## config.mk

```make
export PLATFORM = sky130hd
export DESIGN_NAME = elevator_scheduler_flat
export DESIGN_NICKNAME = d
export VERILOG_FILES = /design/src/rtl/elevator_scheduler_if.sv /design/src/rtl/elevator_scheduler.sv /design/src/flat_wrapper.sv
export SDC_FILE = /design/constraint.sdc
export NUM_CORES = 1
export LEC_CHECK = 0
export ABC_AREA = 1
export CAP_MARGIN = 5
export CORE_MARGIN = 5
export CORE_UTILIZATION = 56
export CTS_BUF_LIST = sky130_fd_sc_hd__clkbuf_8 sky130_fd_sc_hd__clkbuf_16
export DETAILED_ROUTE_END_ITERATION = 8
export PLACE_DENSITY = 0.81
export SLEW_MARGIN = 5
export SYNTH_ARGS = -nofsm -noshare
export SYNTH_HDL_FRONTEND = slang
export SYNTH_SLANG_ARGS = --single-unit
export TNS_END_PERCENT = 20
```

## constraint.sdc

```tcl
create_clock -name clk -period 3.3 [get_ports clk]
set_clock_uncertainty 0.15 [all_clocks]
set_input_delay 0.66 -clock clk [delete_from_list [all_inputs] [get_ports clk]]
set_output_delay 0.66 -clock clk [all_outputs]
set_load 0.01 [all_outputs]
```

## src/rtl/elevator_scheduler_if.sv

```systemverilog
// Keypad/divider inputs and status outputs of the elevator scheduler.
// The master side drives tick and requests; the slave side is the scheduler.
interface elevator_scheduler_if;
  logic       tick;
  logic       req_valid;
  logic [1:0] req_floor;
  logic [1:0] cur_floor;
  logic [1:0] dir;
  logic [1:0] phase;
  logic [2:0] pend1;
  logic [2:0] pend2;
  logic [2:0] pend3;
  logic       arrive;

  modport master (
    output tick, req_valid, req_floor,
    input  cur_floor, dir, phase, pend1, pend2, pend3, arrive
  );

  modport slave (
    input  tick, req_valid, req_floor,
    output cur_floor, dir, phase, pend1, pend2, pend3, arrive
  );
endinterface

```

## src/rtl/elevator_scheduler.sv

```systemverilog
// Three-floor elevator scheduler: per-floor pending counts, tick-paced travel and service.
// Define ELEV_SCAN_EN for SCAN direction choice; default is nearest-pending with ties going up.
module elevator_scheduler #(
  parameter int unsigned STEP_TICKS = 4,
  parameter int unsigned MAX_PEND   = 4
) (
  input logic                 clk,
  input logic                 rst,
  elevator_scheduler_if.slave elev_io
);

  typedef enum logic [1:0] {StIdle, StUp, StDown, StServe} state_e;

  localparam logic [3:0] StepLast = 4'(STEP_TICKS - 1);
  localparam logic [2:0] PendMax  = 3'(MAX_PEND);

  state_e     state_q, state_d;
  logic [1:0] floor_q, floor_d;
  logic [1:0] dir_q, dir_d;
  logic [3:0] step_q, step_d;
  logic [2:0] pend_q [3];
  logic [2:0] pend_d [3];
  logic       arrive_q, arrive_d;
`ifdef ELEV_SCAN_EN
  logic       last_up_q, last_up_d;
`endif

  logic [2:0] cap, svc;
  logic [1:0] nxt_floor;
  logic       above, below, here, new_here, further, served_out;
  logic       go_up, go_dn;

  // Decisions look at counts before this cycle's capture; the count update merges both.
  always_comb begin
    cap        = '0;
    svc        = '0;
    above      = 1'b0;
    below      = 1'b0;
    here       = 1'b0;
    new_here   = 1'b0;
    further    = 1'b0;
    served_out = 1'b0;
    nxt_floor  = (state_q == StDown) ? floor_q - 2'd1 : floor_q + 2'd1;
    for (int i = 0; i < 3; i++) begin
      cap[i] = elev_io.req_valid && (elev_io.req_floor == 2'(i + 1));
      svc[i] = elev_io.tick && (state_q == StServe) && (floor_q == 2'(i + 1)) &&
               (pend_q[i] != '0);
      if (cap[i] && !svc[i]) begin
        pend_d[i] = (pend_q[i] >= PendMax) ? PendMax : pend_q[i] + 3'd1;
      end else if (svc[i] && !cap[i]) begin
        pend_d[i] = pend_q[i] - 3'd1;
      end else begin
        pend_d[i] = pend_q[i];
      end
      if (pend_q[i] != '0) begin
        if (2'(i + 1) > floor_q)   above    = 1'b1;
        if (2'(i + 1) < floor_q)   below    = 1'b1;
        if (2'(i + 1) == floor_q)  here     = 1'b1;
        if (2'(i + 1) == nxt_floor) new_here = 1'b1;
        if ((state_q == StUp) && (2'(i + 1) > nxt_floor))   further = 1'b1;
        if ((state_q == StDown) && (2'(i + 1) < nxt_floor)) further = 1'b1;
      end
      if ((floor_q == 2'(i + 1)) && (pend_d[i] == '0)) served_out = 1'b1;
    end
  end

`ifdef ELEV_SCAN_EN
  assign go_up = above && (last_up_q || !below);
`else
  assign go_up = above;
`endif
  assign go_dn = below && !go_up;

  always_comb begin
    state_d   = state_q;
    floor_d   = floor_q;
    step_d    = step_q;
    arrive_d  = 1'b0;
`ifdef ELEV_SCAN_EN
    last_up_d = last_up_q;
`endif
    if (elev_io.tick) begin
      case (state_q)
        StIdle: begin
          if (here) begin
            state_d = StServe;
          end else if (go_up) begin
            state_d = StUp;
            step_d  = 4'd1;
`ifdef ELEV_SCAN_EN
            last_up_d = 1'b1;
`endif
          end else if (go_dn) begin
            state_d = StDown;
            step_d  = 4'd1;
`ifdef ELEV_SCAN_EN
            last_up_d = 1'b0;
`endif
          end
        end
        StUp, StDown: begin
          if (((state_q == StUp) && (floor_q == 2'd3)) ||
              ((state_q == StDown) && (floor_q == 2'd1))) begin
            state_d = StIdle;
            step_d  = '0;
          end else if (step_q >= StepLast) begin
            floor_d  = nxt_floor;
            step_d   = '0;
            arrive_d = 1'b1;
            if (new_here) begin
              state_d = StServe;
            end else if (!further) begin
              state_d = StIdle;
            end
          end else begin
            step_d = step_q + 4'd1;
          end
        end
        StServe: begin
          if (served_out) state_d = StIdle;
        end
        default: begin
          state_d = StIdle;
          step_d  = '0;
        end
      endcase
    end
    case (state_d)
      StUp:    dir_d = 2'b01;
      StDown:  dir_d = 2'b10;
      default: dir_d = 2'b00;
    endcase
  end

  always_ff @(posedge clk) begin
    if (!rst) begin
      state_q   <= StIdle;
      floor_q   <= 2'd1;
      dir_q     <= 2'b00;
      step_q    <= '0;
      pend_q    <= '{3'd0, 3'd0, 3'd0};
      arrive_q  <= 1'b0;
`ifdef ELEV_SCAN_EN
      last_up_q <= 1'b1;
`endif
    end else begin
      state_q   <= state_d;
      floor_q   <= floor_d;
      dir_q     <= dir_d;
      step_q    <= step_d;
      pend_q    <= pend_d;
      arrive_q  <= arrive_d;
`ifdef ELEV_SCAN_EN
      last_up_q <= last_up_d;
`endif
    end
  end

  assign elev_io.cur_floor = floor_q;
  assign elev_io.dir       = dir_q;
  assign elev_io.phase     = step_q[1:0];
  assign elev_io.pend1     = pend_q[0];
  assign elev_io.pend2     = pend_q[1];
  assign elev_io.pend3     = pend_q[2];
  assign elev_io.arrive    = arrive_q;

endmodule

```

## src/flat_wrapper.sv

```systemverilog
// flat-port wrapper written by rule: the top's interface ports become plain ports
module elevator_scheduler_flat 
#(
  parameter int unsigned STEP_TICKS = 4,
  parameter int unsigned MAX_PEND   = 4
)
  (clk, rst, elev_io_tick, elev_io_req_valid, elev_io_req_floor, elev_io_cur_floor, elev_io_dir, elev_io_phase, elev_io_pend1, elev_io_pend2, elev_io_pend3, elev_io_arrive);
  elevator_scheduler_if elev_io_i ();
  input logic clk;
  input logic rst;
  input wire logic [$bits(elev_io_i.tick)-1:0] elev_io_tick;
  input wire logic [$bits(elev_io_i.req_valid)-1:0] elev_io_req_valid;
  input wire logic [$bits(elev_io_i.req_floor)-1:0] elev_io_req_floor;
  output wire logic [$bits(elev_io_i.cur_floor)-1:0] elev_io_cur_floor;
  output wire logic [$bits(elev_io_i.dir)-1:0] elev_io_dir;
  output wire logic [$bits(elev_io_i.phase)-1:0] elev_io_phase;
  output wire logic [$bits(elev_io_i.pend1)-1:0] elev_io_pend1;
  output wire logic [$bits(elev_io_i.pend2)-1:0] elev_io_pend2;
  output wire logic [$bits(elev_io_i.pend3)-1:0] elev_io_pend3;
  output wire logic [$bits(elev_io_i.arrive)-1:0] elev_io_arrive;
  assign elev_io_i.tick = elev_io_tick;
  assign elev_io_i.req_valid = elev_io_req_valid;
  assign elev_io_i.req_floor = elev_io_req_floor;
  assign elev_io_cur_floor = elev_io_i.cur_floor;
  assign elev_io_dir = elev_io_i.dir;
  assign elev_io_phase = elev_io_i.phase;
  assign elev_io_pend1 = elev_io_i.pend1;
  assign elev_io_pend2 = elev_io_i.pend2;
  assign elev_io_pend3 = elev_io_i.pend3;
  assign elev_io_arrive = elev_io_i.arrive;
  elevator_scheduler #(.STEP_TICKS(STEP_TICKS), .MAX_PEND(MAX_PEND)) u_core (.clk(clk), .rst(rst), .elev_io(elev_io_i));
endmodule
```

==> run_results.csv <==
group,metric,value,unit
status,status,"complete, no violations",
global_routing,grt_pass1_wl,6320,um
power,p_per_area,339,mW/mm2
sta,drv_slew,0,
cells_and_area,layout_common_cells,"53 x nand2_1, 41 x inv_1, 25 x nor2_1",
floorplanning,core_area,0.00278,mm2
cells_and_area,antenna_cells,0,
setup_path,critPathCaptureType,"register",
sta,timing.hold.ws,0.296,ns
cells_and_area,drive_above_1_share,7.78,%
logic_synthesis,synth_flop_cell,"dfxtp_1",
global_routing,first_global_vias,1502,
cts,htreeDepth,1,
logic_synthesis,synth.area.top_cells,"dfxtp_1 24%, ha_1 18%, nand2_1 12%, inv_1 9.4%, nand3_1 7.0%",
sta,setup-violations-final,0,
setup_path,critPathMostFrequentCell,"nand2_2",
logic_synthesis,synthArstFlopShare,0,%
logic_synthesis,synth_enable_flop_cells,0,
sta,finalCriticalPeriod,2.49,ns
route,drc_errors,0,
floorplanning,fp.dieW,64.0,um
sta,slew_headroom,68.4,%
logic_synthesis,synth-warning-count,0,
setup_path,cpLargestDelayFamily,"simple AND/OR/NAND/NOR gates",
power,peakVddDrop,0.000447,V
logic_synthesis,synth_area_per_cell,6.59,um2
cells_and_area,regArea,400,um2
global_routing,antenna_found_initial,0,
cts,cts-root-buf,"clkbuf_8",
power,total_leakage_power,0.929,nW
route,vias_per_cell,5.32,
logic_synthesis,syn_nets,277,
sta,timing.final.hold_violations,0,
cells_and_area,nNetsFinal,300,
cts,post-cts-setup-buffers,0,
cells_and_area,final_util,69.6,%
logic_synthesis,synth_area,0.00164,mm2
route,first_pass_iters,4,
cts,insertion_delay,0.26,ns
floorplanning,initial_core_util,58.8,%
setup_path,arrival,2.50,ns
cells_and_area,areaGrowthSynthToFinish,18.4,%
setup_path,worst-path-buf-inv,2,
setup_path,crit_type,"input port to register",
setup_path,crit_chain,"clkdlybuf4s50_1 > nand2_2 > nor2_1 > nand2_2 > nand2_2 > nor2_1 > nor2_2 > nand3_2 > nand4_1 > nand2_1 > nand2_1 > nand2_2 > nand2_1 > inv_1",
cts,cts.sinks,20,
placed_design,globalplace.congestion,0.940,
cells_and_area,nFillCells,278,
global_routing,overflow,0,
cells_and_area,final_common_cell,"nand2_1",
cts,cts_buffer_depth,2,
flow_run,cap_violations,0,
logic_synthesis,synth.top_cell.area_share,24.5,%
setup_path,crit_path_top_delay_cell,"clkdlybuf4s50_1",
logic_synthesis,synth_cell_type_count,27,
route,ant_nets,0,
cts,cts_resized,0,
setup_path,worst_path_largest_cell_delay,0.60,ns
sta,rsz0062_at_grt,"no",
route,drt_first_iter_violations,99,
cts,cts_buffers,3,
floorplanning,row_count,19,
sta,worstMarginPinSlew,0.474,ns
logic_synthesis,syn_inst,248,
floorplanning,io_pins,22,
cts,cts_tree,"built",
setup_path,worstSetupStartpointType,"input port",
floorplanning,fp.dieH,64.0,um
floorplanning,fp.dieArea,0.00410,mm2
logic_synthesis,yosysSeqAreaShare,24.5,%
global_routing,grt_util_all_layers,18.7,%
sta,fmax,0.401,GHz
cts,path_clk_slew,0.07,ns
logic_synthesis,synth.ff_latch_count,20,
setup_path,worstPathMaxFanout,6,
cts,holdBufCountCts,0,
cells_and_area,multi_input_area,0.00105,mm2
logic_synthesis,synth_top_area_cell,"dfxtp_1",
route,vias,1602,
placed_design,port_buffers,21,
placed_design,hpwlAfterDp,2830,um
setup_path,crit_required,3.31,ns
global_routing,grt_max_degree,15,
route,wl,3470,um
sta,period_share,75.5,%
worst_hold_path,hold_class,"register to register",
sta,tns,0,ns
route,wl_per_cell,11.5,um
logic make-up (layout without fill, tap and decap cells):
group,count (synthesis),count (layout),share of synthesized area (%)
compound gates,31,31,10.7
fa+ha+maj,23,23,17.6
buf+inv,46,68,11.0
flops,20,20,24.5
simple gates,128,128,36.2
worst register-to-register path, stage by stage, from the launching register on:
cell and delay, ns:
dfxtp_1 0.54, inv_1 0.18, ha_1 0.34, inv_1 0.06
nand2_1 0.07, nand2_1 0.17, nand2_1 0.10, a21oi_1 0.13
nand3_1 0.10, nand2_1 0.07, nand2_1 0.05, a21oi_1 0.13
nand2_1 0.07, nand2_1 0.06, nand2_2 0.05, nand2_1 0.08
inv_1 0.04
state kept, by name, indices dropped and copies added (netlist names):
| name | count |
|---|---|
| u_core.step_q | 4 |
| u_core.elev_io.pend1 | 3 |
| u_core.elev_io.pend2 | 3 |
| u_core.elev_io.pend3 | 3 |
| u_core.elev_io.cur_floor | 2 |
| u_core.elev_io.dir | 2 |
| u_core.state_q | 2 |
| u_core.elev_io.arrive | 1 |
worst paths after layout:
| kind | from | to | slack [ns] | cells after the start |
|---|---|---|---|---|
| min reg2reg | u_core.step_q[2] | u_core.step_q[2] | 0.30 | 2 |
| min | u_core.step_q[2] | u_core.step_q[2] | 0.30 | 2 |
| max | elev_io_tick | u_core.state_q[0] | 0.81 | 14 |
| max reg2reg | u_core.elev_io.cur_floor[0] | u_core.state_q[0] | 0.81 | 16 |
stage by stage:
step / cell area [um2] / power, mW / std cells / setup slack [ns]
global route: 1940 / 0.699 / 301 / 0.460
global placement: 1870 / 0.413 / 297 / 0.570
CTS: 1940 / 0.663 / 301 / 0.809
floorplan: 1640 / 0.370 / 248 / 1.12
detailed placement: 1870 / 0.415 / 297 / 0.543
finish: 1940 / 0.657 / 301 / 0.809
synthesized netlist by cell type, types with 2 or more instances:
| cell | instances |
|---|---|
| inv_1 | 41 |
| nor2_2 | 3 |
| a31oi_1 | 2 |
| nand4_1 | 9 |
| nand2_1 | 53 |
| buf_4 | 2 |
| nor3_1 | 2 |
| nand3_2 | 3 |
| dfxtp_1 | 20 |
| o21ai_0 | 8 |
| ha_1 | 23 |
| o22ai_1 | 2 |
| nand2_2 | 8 |
| nor2_1 | 25 |
| nand3_1 | 23 |
| a21oi_1 | 13 |
metal layers:
| metal | track usage [%] | routed length (um) | vias up |
|---|---|---|---|
| met3 | 3.33 | 187 | 13 |
| met5 | 0 | 0 | - |
| met4 | 9.35 | 110 | 0 |
| met2 | 30.7 | 1530 | 37 |
| met1 | 23.3 | 1650 | 711 |
| li1 | - | - | 841 |
area by class of cell:
type	instances	share of cell area, %
Inverter	43	8.33
Multi-Input combinational cell	182	54.5
Clock inverter	1	1.55
Sequential cell	20	20.7
Timing Repair Buffer	21	10.9
Tap cell	31	2.00
Clock buffer	3	2.13
report_power, final:
part	switching (mW)	internal [mW]	leakage [nW]
logic	0.0864	0.0573	0.732
clock network	0.0843	0.162	0.0357
registers	0.0137	0.253	0.162
total	0.184	0.472	0.929
(Power assumes the default switching activity.)
